`src/rtl/bus_demux_register_bank.sv`:
```
// Write-side demux into four N-bit holding registers, with a 4-word
// burst loader (stall, busy and done status) for bank initialisation.
module bus_demux_register_bank #(
  parameter int N = 16
) (
  input  logic         Clock,
  input  logic         Reset,
  input  logic [N-1:0] datain,
  input  logic [1:0]   Select,
  input  logic         WriteEnable,
  input  logic         BurstStart,
  input  logic         Stall,
  output logic [N-1:0] data0out,
  output logic [N-1:0] data1out,
  output logic [N-1:0] data2out,
  output logic [N-1:0] data3out,
  output logic         BurstBusy,
  output logic         BurstDone
);

  typedef enum logic {
    IDLE  = 1'b0,
    BURST = 1'b1
  } state_t;

  state_t             state;
  state_t             state_nx;
  logic [1:0]         cnt;
  logic [1:0]         cnt_nx;
  logic               done;
  logic               done_nx;
  logic               wr;
  logic [1:0]         wsel;
  logic [3:0][N-1:0]  bank;

  always_comb begin
    state_nx = state;
    cnt_nx   = cnt;
    done_nx  = 1'b0;
    wr       = 1'b0;
    wsel     = Select;
    unique case (state)
      IDLE: begin
        if (BurstStart) begin
          wr       = 1'b1;
          wsel     = 2'd0;
          cnt_nx   = 2'd1;
          state_nx = BURST;
        end else if (WriteEnable) begin
          wr   = 1'b1;
          wsel = Select;
        end
      end
      BURST: begin
        if (!Stall) begin
          wr   = 1'b1;
          wsel = cnt;
          if (cnt == 2'd3) begin
            cnt_nx   = 2'd0;
            state_nx = IDLE;
            done_nx  = 1'b1;
          end else begin
            cnt_nx = cnt + 2'd1;
          end
        end
      end
      default: state_nx = IDLE;
    endcase
  end

  always_ff @(posedge Clock or negedge Reset) begin
    if (!Reset) begin
      state <= IDLE;
      cnt   <= 2'd0;
      done  <= 1'b0;
    end else begin
      state <= state_nx;
      cnt   <= cnt_nx;
      done  <= done_nx;
    end
  end

  always_ff @(posedge Clock or negedge Reset) begin
    if (!Reset) begin
      bank <= '0;
    end else if (wr) begin
      bank[wsel] <= datain;
    end
  end

  assign data0out  = bank[0];
  assign data1out  = bank[1];
  assign data2out  = bank[2];
  assign data3out  = bank[3];
  assign BurstBusy = (state == BURST);
  assign BurstDone = done;

endmodule

```
`config.mk`:
```
export PLATFORM = sky130hd
export DESIGN_NAME = bus_demux_register_bank
export DESIGN_NICKNAME = d
export VERILOG_FILES = /design/src/rtl/bus_demux_register_bank.sv
export SDC_FILE = /design/constraint.sdc
export NUM_CORES = 1
export LEC_CHECK = 0
export ABC_AREA = 0
export ABC_CLOCK_PERIOD_IN_PS = 1890
export CAP_MARGIN = 0
export CORE_MARGIN = 8
export CORE_UTILIZATION = 40
export DETAILED_ROUTE_END_ITERATION = 16
export PLACE_DENSITY = 0.8
export SYNTH_ARGS = -nofsm -noshare
export SYNTH_HDL_FRONTEND = slang
export SYNTH_SLANG_ARGS = --single-unit
```
`constraint.sdc`:
```
create_clock -name Clock -period 1.89 [get_ports Clock]
set_input_delay 0.378 -clock Clock [delete_from_list [all_inputs] [get_ports Clock]]
set_output_delay 0.378 -clock Clock [all_outputs]
set_load 0.05 [all_outputs]
```
-- Word level (Yosys, flattened, before mapping)
Index checks and enable logic that the tools add are counted.
- output and inout bits: 66
- input port bits: 23
- word-level logic and storage cells: 37
- bits in registers: 68
- equal/unequal tests: 3
- multiplexer cells: 21
- reduce and logical (&&, ||, !) cells: 2
- add/sub/neg operators: 1
- $lt $le $gt $ge: 2
- bitwise operators: 1
- operators by type and width (cell ; number):
    $bwmux W64 ; 1
    $demux W16 S2 ; 1
    $mux W16 ; 1
    $mux W2 ; 5
    $mux W1 ; 9
    $pmux W2 S2 ; 2
    $ne A2 B2 Y1 const B ; 2
    $pmux W1 S2 ; 2
    $lt A2 B3 Y1 const B ; 1
    $add A2 B1 Y2 const B ; 1
    $eq A2 B2 Y1 const B ; 1
    $ge A2 B1 Y1 const B ; 1
    $reduce_and A2 Y1 ; 1
    $logic_and A1 B1 Y1 ; 1
    $not A1 Y1 ; 1

-- Logic depth before layout (Yosys ltp)
- depth in word-level cells: 7
- gate-level depth with buffers: 5
- depth with buffers taken out: 3

-- Worst setup path before layout
Ideal clock, no wire load.
- path kind: flip-flop to flip-flop
- from: register state, in the netlist BurstBusy
- to: register bank (netlist bit data0out[10])
- cell stages (with the launch flop): 5
- clock period less this slack: 1.930 ns
- data required time: 1.762 ns
- slack: -0.040 ns
- buffers on the path: 1
- library setup time: 0.128 ns
- arrival: 1.803 ns
- path through: dfrtp_1 > inv_1 > a221oi_4 > buf_6 > mux2_1
- longest elaborated chain between the ends: 7
- elaborated cells on any way between the ends: 9
- classes of those cells: 2 x order compare; 5 x mux; 1 x bitwise; 1 x reduce/logical
- ends and longest elaborated chain (item ; RTL line ; text):
    start: declaration ; 26 ; state_t state;
    start signal: assignment ; 77 ; state <= state_nx;
    $not A1 Y1 ; -- ;
    $pmux W2 S2 ; 42 ; unique case (state)
    $lt A2 B3 Y1 (implied by the code) or $ge A2 B1 Y1 (tied branches) ; 87 ; bank[wsel] <= datain;
    $logic_and A1 B1 Y1 (implied by the code) ; 87 ;
    $mux W16 (implied by the code) ; 87 ;
    $demux W16 S2 ; 87 ;
    $bwmux W64 ; 87 ;
    end signal: indexed assignment ; 87 ;
    end: declaration ; 34 ; logic [3:0][N-1:0] bank;
Parallel ways exist; a longest one is shown, timed or not.
A chain may end at the register's enable or synchronous reset.

-- Worst setup path after layout
- from: register bank (netlist bit data1out[10])
- to: output port data1out[10]
- RTL lines (item ; RTL line ; text):
    end: declaration ; 14 ; output logic [N-1:0] data1out,
No word-level cell between the ends.

==> metrics.txt <==
# TYPE chip_impl_metric gauge
chip_impl_metric{name="avgSynthCellArea",unit="µm²"} 17.0
chip_impl_info{name="path_cells",value="clkdlybuf4s50_1"} 1
chip_impl_metric{name="arrival",unit="ns"} 1.46
chip_impl_metric{name="synth_cell_types",unit=""} 24
chip_impl_metric{name="finalWeightedCongestion",unit=""} 0.795
chip_impl_info{name="tritoncts",value="done"} 1
chip_impl_metric{name="die_height",unit="µm"} 98.8
chip_impl_metric{name="shortest_period_the_worst_path_allows",unit="ns"} 1.84
chip_impl_info{name="end_kind",value="primary output"} 1
chip_impl_info{name="crit-reg2reg-capture",value="data1out[12]$_DFFE_PN0P_"} 1
chip_impl_info{name="launching_point_of_the_worst_reg2reg_path",value="cnt[1]$_DFFE_PN0P_"} 1
chip_impl_metric{name="initial_antenna_violation_count",unit=""} 0
chip_impl_metric{name="max-cap-violations",unit=""} 0
chip_impl_metric{name="timing.slew.headroom",unit="%"} 61.8
chip_impl_metric{name="boundaryPins",unit=""} 89
chip_impl_metric{name="io_buffer_count",unit=""} 88
chip_impl_metric{name="grt-ovfl-total",unit=""} 0
chip_impl_metric{name="detailedPlacementHpwl",unit="mm"} 4.80
chip_impl_info{name="rsz0062_at_grt",value="no"} 1
chip_impl_metric{name="syn_to_final_growth",unit="%"} 44.7
chip_impl_metric{name="synthesis.area",unit="µm²"} 2740
chip_impl_metric{name="synth_sequential_area_ratio",unit="%"} 62.0
chip_impl_metric{name="floorplan.rows",unit=""} 30
chip_impl_metric{name="global_route_wire_length_before_repair",unit="mm"} 10.3
chip_impl_metric{name="route.detailed.drc",unit=""} 0
chip_impl_metric{name="num_vias",unit=""} 1717
chip_impl_info{name="ys_top_cells_by_area",value="dfrtp_1 62%, mux2_1 12%, mux2_2 9.8%, mux2_4 5.5%, a32oi_4 1.0%"} 1
chip_impl_metric{name="layout_setup_ws",unit="ns"} 0.0523
chip_impl_metric{name="post_drt_wl_per_cell",unit="µm"} 18.0
chip_impl_metric{name="ff2ff_setup_slack",unit="ns"} 0.25
chip_impl_metric{name="initial_utilization",unit="%"} 40.8
chip_impl_metric{name="iter_0_drt_violations",unit=""} 38
chip_impl_metric{name="fin_worst_hold_slack",unit="ns"} 0.0340
chip_impl_metric{name="r2r_cells",unit=""} 4
chip_impl_metric{name="final_cell_area",unit="µm²"} 3970
chip_impl_metric{name="final.period_utilization",unit="%"} 97.2
chip_impl_metric{name="global_route.usage.total",unit="%"} 13.7
chip_impl_info{name="startpoint_type",value="register"} 1
chip_impl_metric{name="cts_setup_buffers",unit=""} 0
chip_impl_metric{name="grt_pass1_vias",unit=""} 1906
chip_impl_metric{name="placement.cell_area",unit="µm²"} 3730
chip_impl_metric{name="clock-sinks",unit=""} 68
chip_impl_metric{name="crit_path_max_incr_delay",unit="ns"} 0.80
chip_impl_metric{name="numCtsBuffers",unit=""} 9
chip_impl_metric{name="synth.ff_latch_count",unit=""} 68
chip_impl_metric{name="finalClockSkew",unit="ns"} 0.00897
chip_impl_metric{name="slew_at_the_pin_closest_to_its_max_slew_limit",unit="ns"} 0.573
chip_impl_metric{name="synth_cells",unit=""} 161
chip_impl_metric{name="number_of_buffer_and_inverter_stages_on_the_critical_path",unit=""} 1
chip_impl_info{name="mostFrequentLayoutCells",value="67 x dfrtp_1, 40 x buf_4, 30 x mux2_1"} 1
chip_impl_metric{name="worst_skew_late_latency",unit="ns"} 0.33
chip_impl_metric{name="timing_max_transition_violations_final",unit=""} 0
chip_impl_info{name="yosys.area.top_type",value="dfrtp_1"} 1
chip_impl_metric{name="yosysWarningCount",unit=""} 0
chip_impl_metric{name="drt_pass1_iterations",unit=""} 3
chip_impl_info{name="status",value="finished clean"} 1
chip_impl_info{name="worst_path_dominant_cell_family",value="buffers and inverters"} 1
chip_impl_metric{name="n_antenna_cell",unit=""} 0
chip_impl_metric{name="die-width",unit="µm"} 98.8
chip_impl_info{name="holdCritPathClass",value="primary input to async pin"} 1
chip_impl_info{name="worst_setup_path_startpoint",value="data1out[10]$_DFFE_PN0P_"} 1
chip_impl_metric{name="area_of_the_die",unit="µm²"} 9770
chip_impl_metric{name="synth_top_area_share",unit="%"} 62.0
chip_impl_metric{name="htree_levels",unit=""} 3
chip_impl_metric{name="vias_per_cell",unit=""} 4.86
chip_impl_metric{name="final_antenna_net_count",unit=""} 0
chip_impl_metric{name="cts_max_path_buffers",unit=""} 2
chip_impl_metric{name="crit_path_max_fanout",unit=""} 2
chip_impl_metric{name="synth_nets",unit=""} 185
chip_impl_metric{name="area_of_the_placeable_core",unit="µm²"} 6720
chip_impl_info{name="crit_slowest_cell",value="clkdlybuf4s50_1"} 1
chip_impl_metric{name="place_worst_setup_slack",unit="ns"} -0.227
chip_impl_info{name="setup.worst_path.class",value="register to primary output"} 1
chip_impl_metric{name="fmaxAchievable",unit="MHz"} 544
chip_impl_metric{name="route.final.wire_length",unit="mm"} 6.36
chip_impl_metric{name="grt_max_degree",unit=""} 39
chip_impl_metric{name="clk_transition_reported_paths",unit="ns"} 0.07
chip_impl_metric{name="drive_gt1_share",unit="%"} 37.7
chip_impl_metric{name="cp.required",unit="ns"} 1.51
chip_impl_metric{name="design.final.nets",unit=""} 292
chip_impl_metric{name="setup-violations-final",unit=""} 0
chip_impl_info{name="commonest_non_fill_non_tap_cell_in_the_layout",value="dfrtp_1"} 1
chip_impl_info{name="clk_root_buffer_cell",value="clkbuf_8"} 1
chip_impl_metric{name="timing_hold_violations_final",unit=""} 0
==> Yosys cell counts (all sizes together) <==
master and number:
a32o 1, a32oi 1, nor4b 1, dfrtp 68
a31oi 1, and2b 1, ha 1, and2 1
buf 5, o221ai 1, mux2 64, mux2i 1
nor2 4, o21ai 1, inv 3, nand2 3
a221oi 1, and4bb 2, nor2b 1
==> area by class of cell <==
| class | instances | area, µm² |
|---|---|---|
| fillers | 522 | 2750 |
| well taps | 80 | 100 |
| multi-input cells | 85 | 973 |
| clock buffers | 12 | 165 |
| inverters | 3 | 11.3 |
| flip-flops and latches | 68 | 1700 |
| clock inverters | 4 | 70.1 |
| repair buffers | 101 | 948 |
==> routing by layer <==
layer / wire length (µm) / up-vias / track usage, %
met5: 0 / - / 0
met4: 76 / 0 / 5.31
met3: 466 / 7 / 5.99
met2: 3290 / 49 / 22.3
met1: 2520 / 871 / 15.3
li1: - / 790 / -
==> worst max path at each step <==
| stage | endpoint | depth (start not counted) | slack [ns] |
|---|---|---|---|
| 5_1_grt | data1out[10] | 1 | 0.006 |
| 2_1_floorplan | data3out[10]$_DFFE_PN0P_ | 4 | 0.16 |
| 4_1_cts | data2out[9] | 1 | 0.0004 |
| 3_5_place_dp | data3out[0]$_DFFE_PN0P_ | 5 | -0.23 |
| 3_3_place_gp | data3out[3]$_DFFE_PN0P_ | 5 | -0.17 |
| 6_report | data1out[10] | 1 | 0.05 |
==> registers in the layout, summed over array words and instances, names as in the netlist <==
| signal | count |
|---|---|
| data0out | 16 |
| BurstBusy | 1 |
| data2out | 16 |
| data1out | 16 |
| BurstDone | 1 |
| data3out | 16 |
| cnt | 2 |
==> cells by family after synthesis <==
family,after synthesis,share of synthesized area [%]
and+or+nand+nor,13,3.37
buffers and inverters,8,2.51
AOI/OAI and AO/OA,6,3.65
DFF,68,62.0
adders and majority gates,1,0.456
muxes,65,28.0
==> metrics by stage <==
| step | utilization [%] | std cells | TNS [ns] |
|---|---|---|---|
| after floorplan | - | 161 | 0 |
| after global placement | 55.6 | 337 | -9.19 |
| after detailed placement | 55.6 | 337 | -11.43 |
| after CTS | 58.7 | 353 | 0 |
| after global routing | 59.1 | 353 | 0 |
| final | 59.1 | 353 | 0 |
==> timing repair <==
| item | in CTS | in global routing |
|---|---|---|
| endpoints found under the setup margin | 22 | 12 |
| hold endpoints to repair | 0 | 0 |
| pin swaps | 0 | 0 |
| resized for setup | 22 | 12 |
| hold buffers | 0 | 0 |
Power is left out: the tool's default activity adds up to more than one toggle a clock period on the data nets, which glitch-free logic cannot reach.
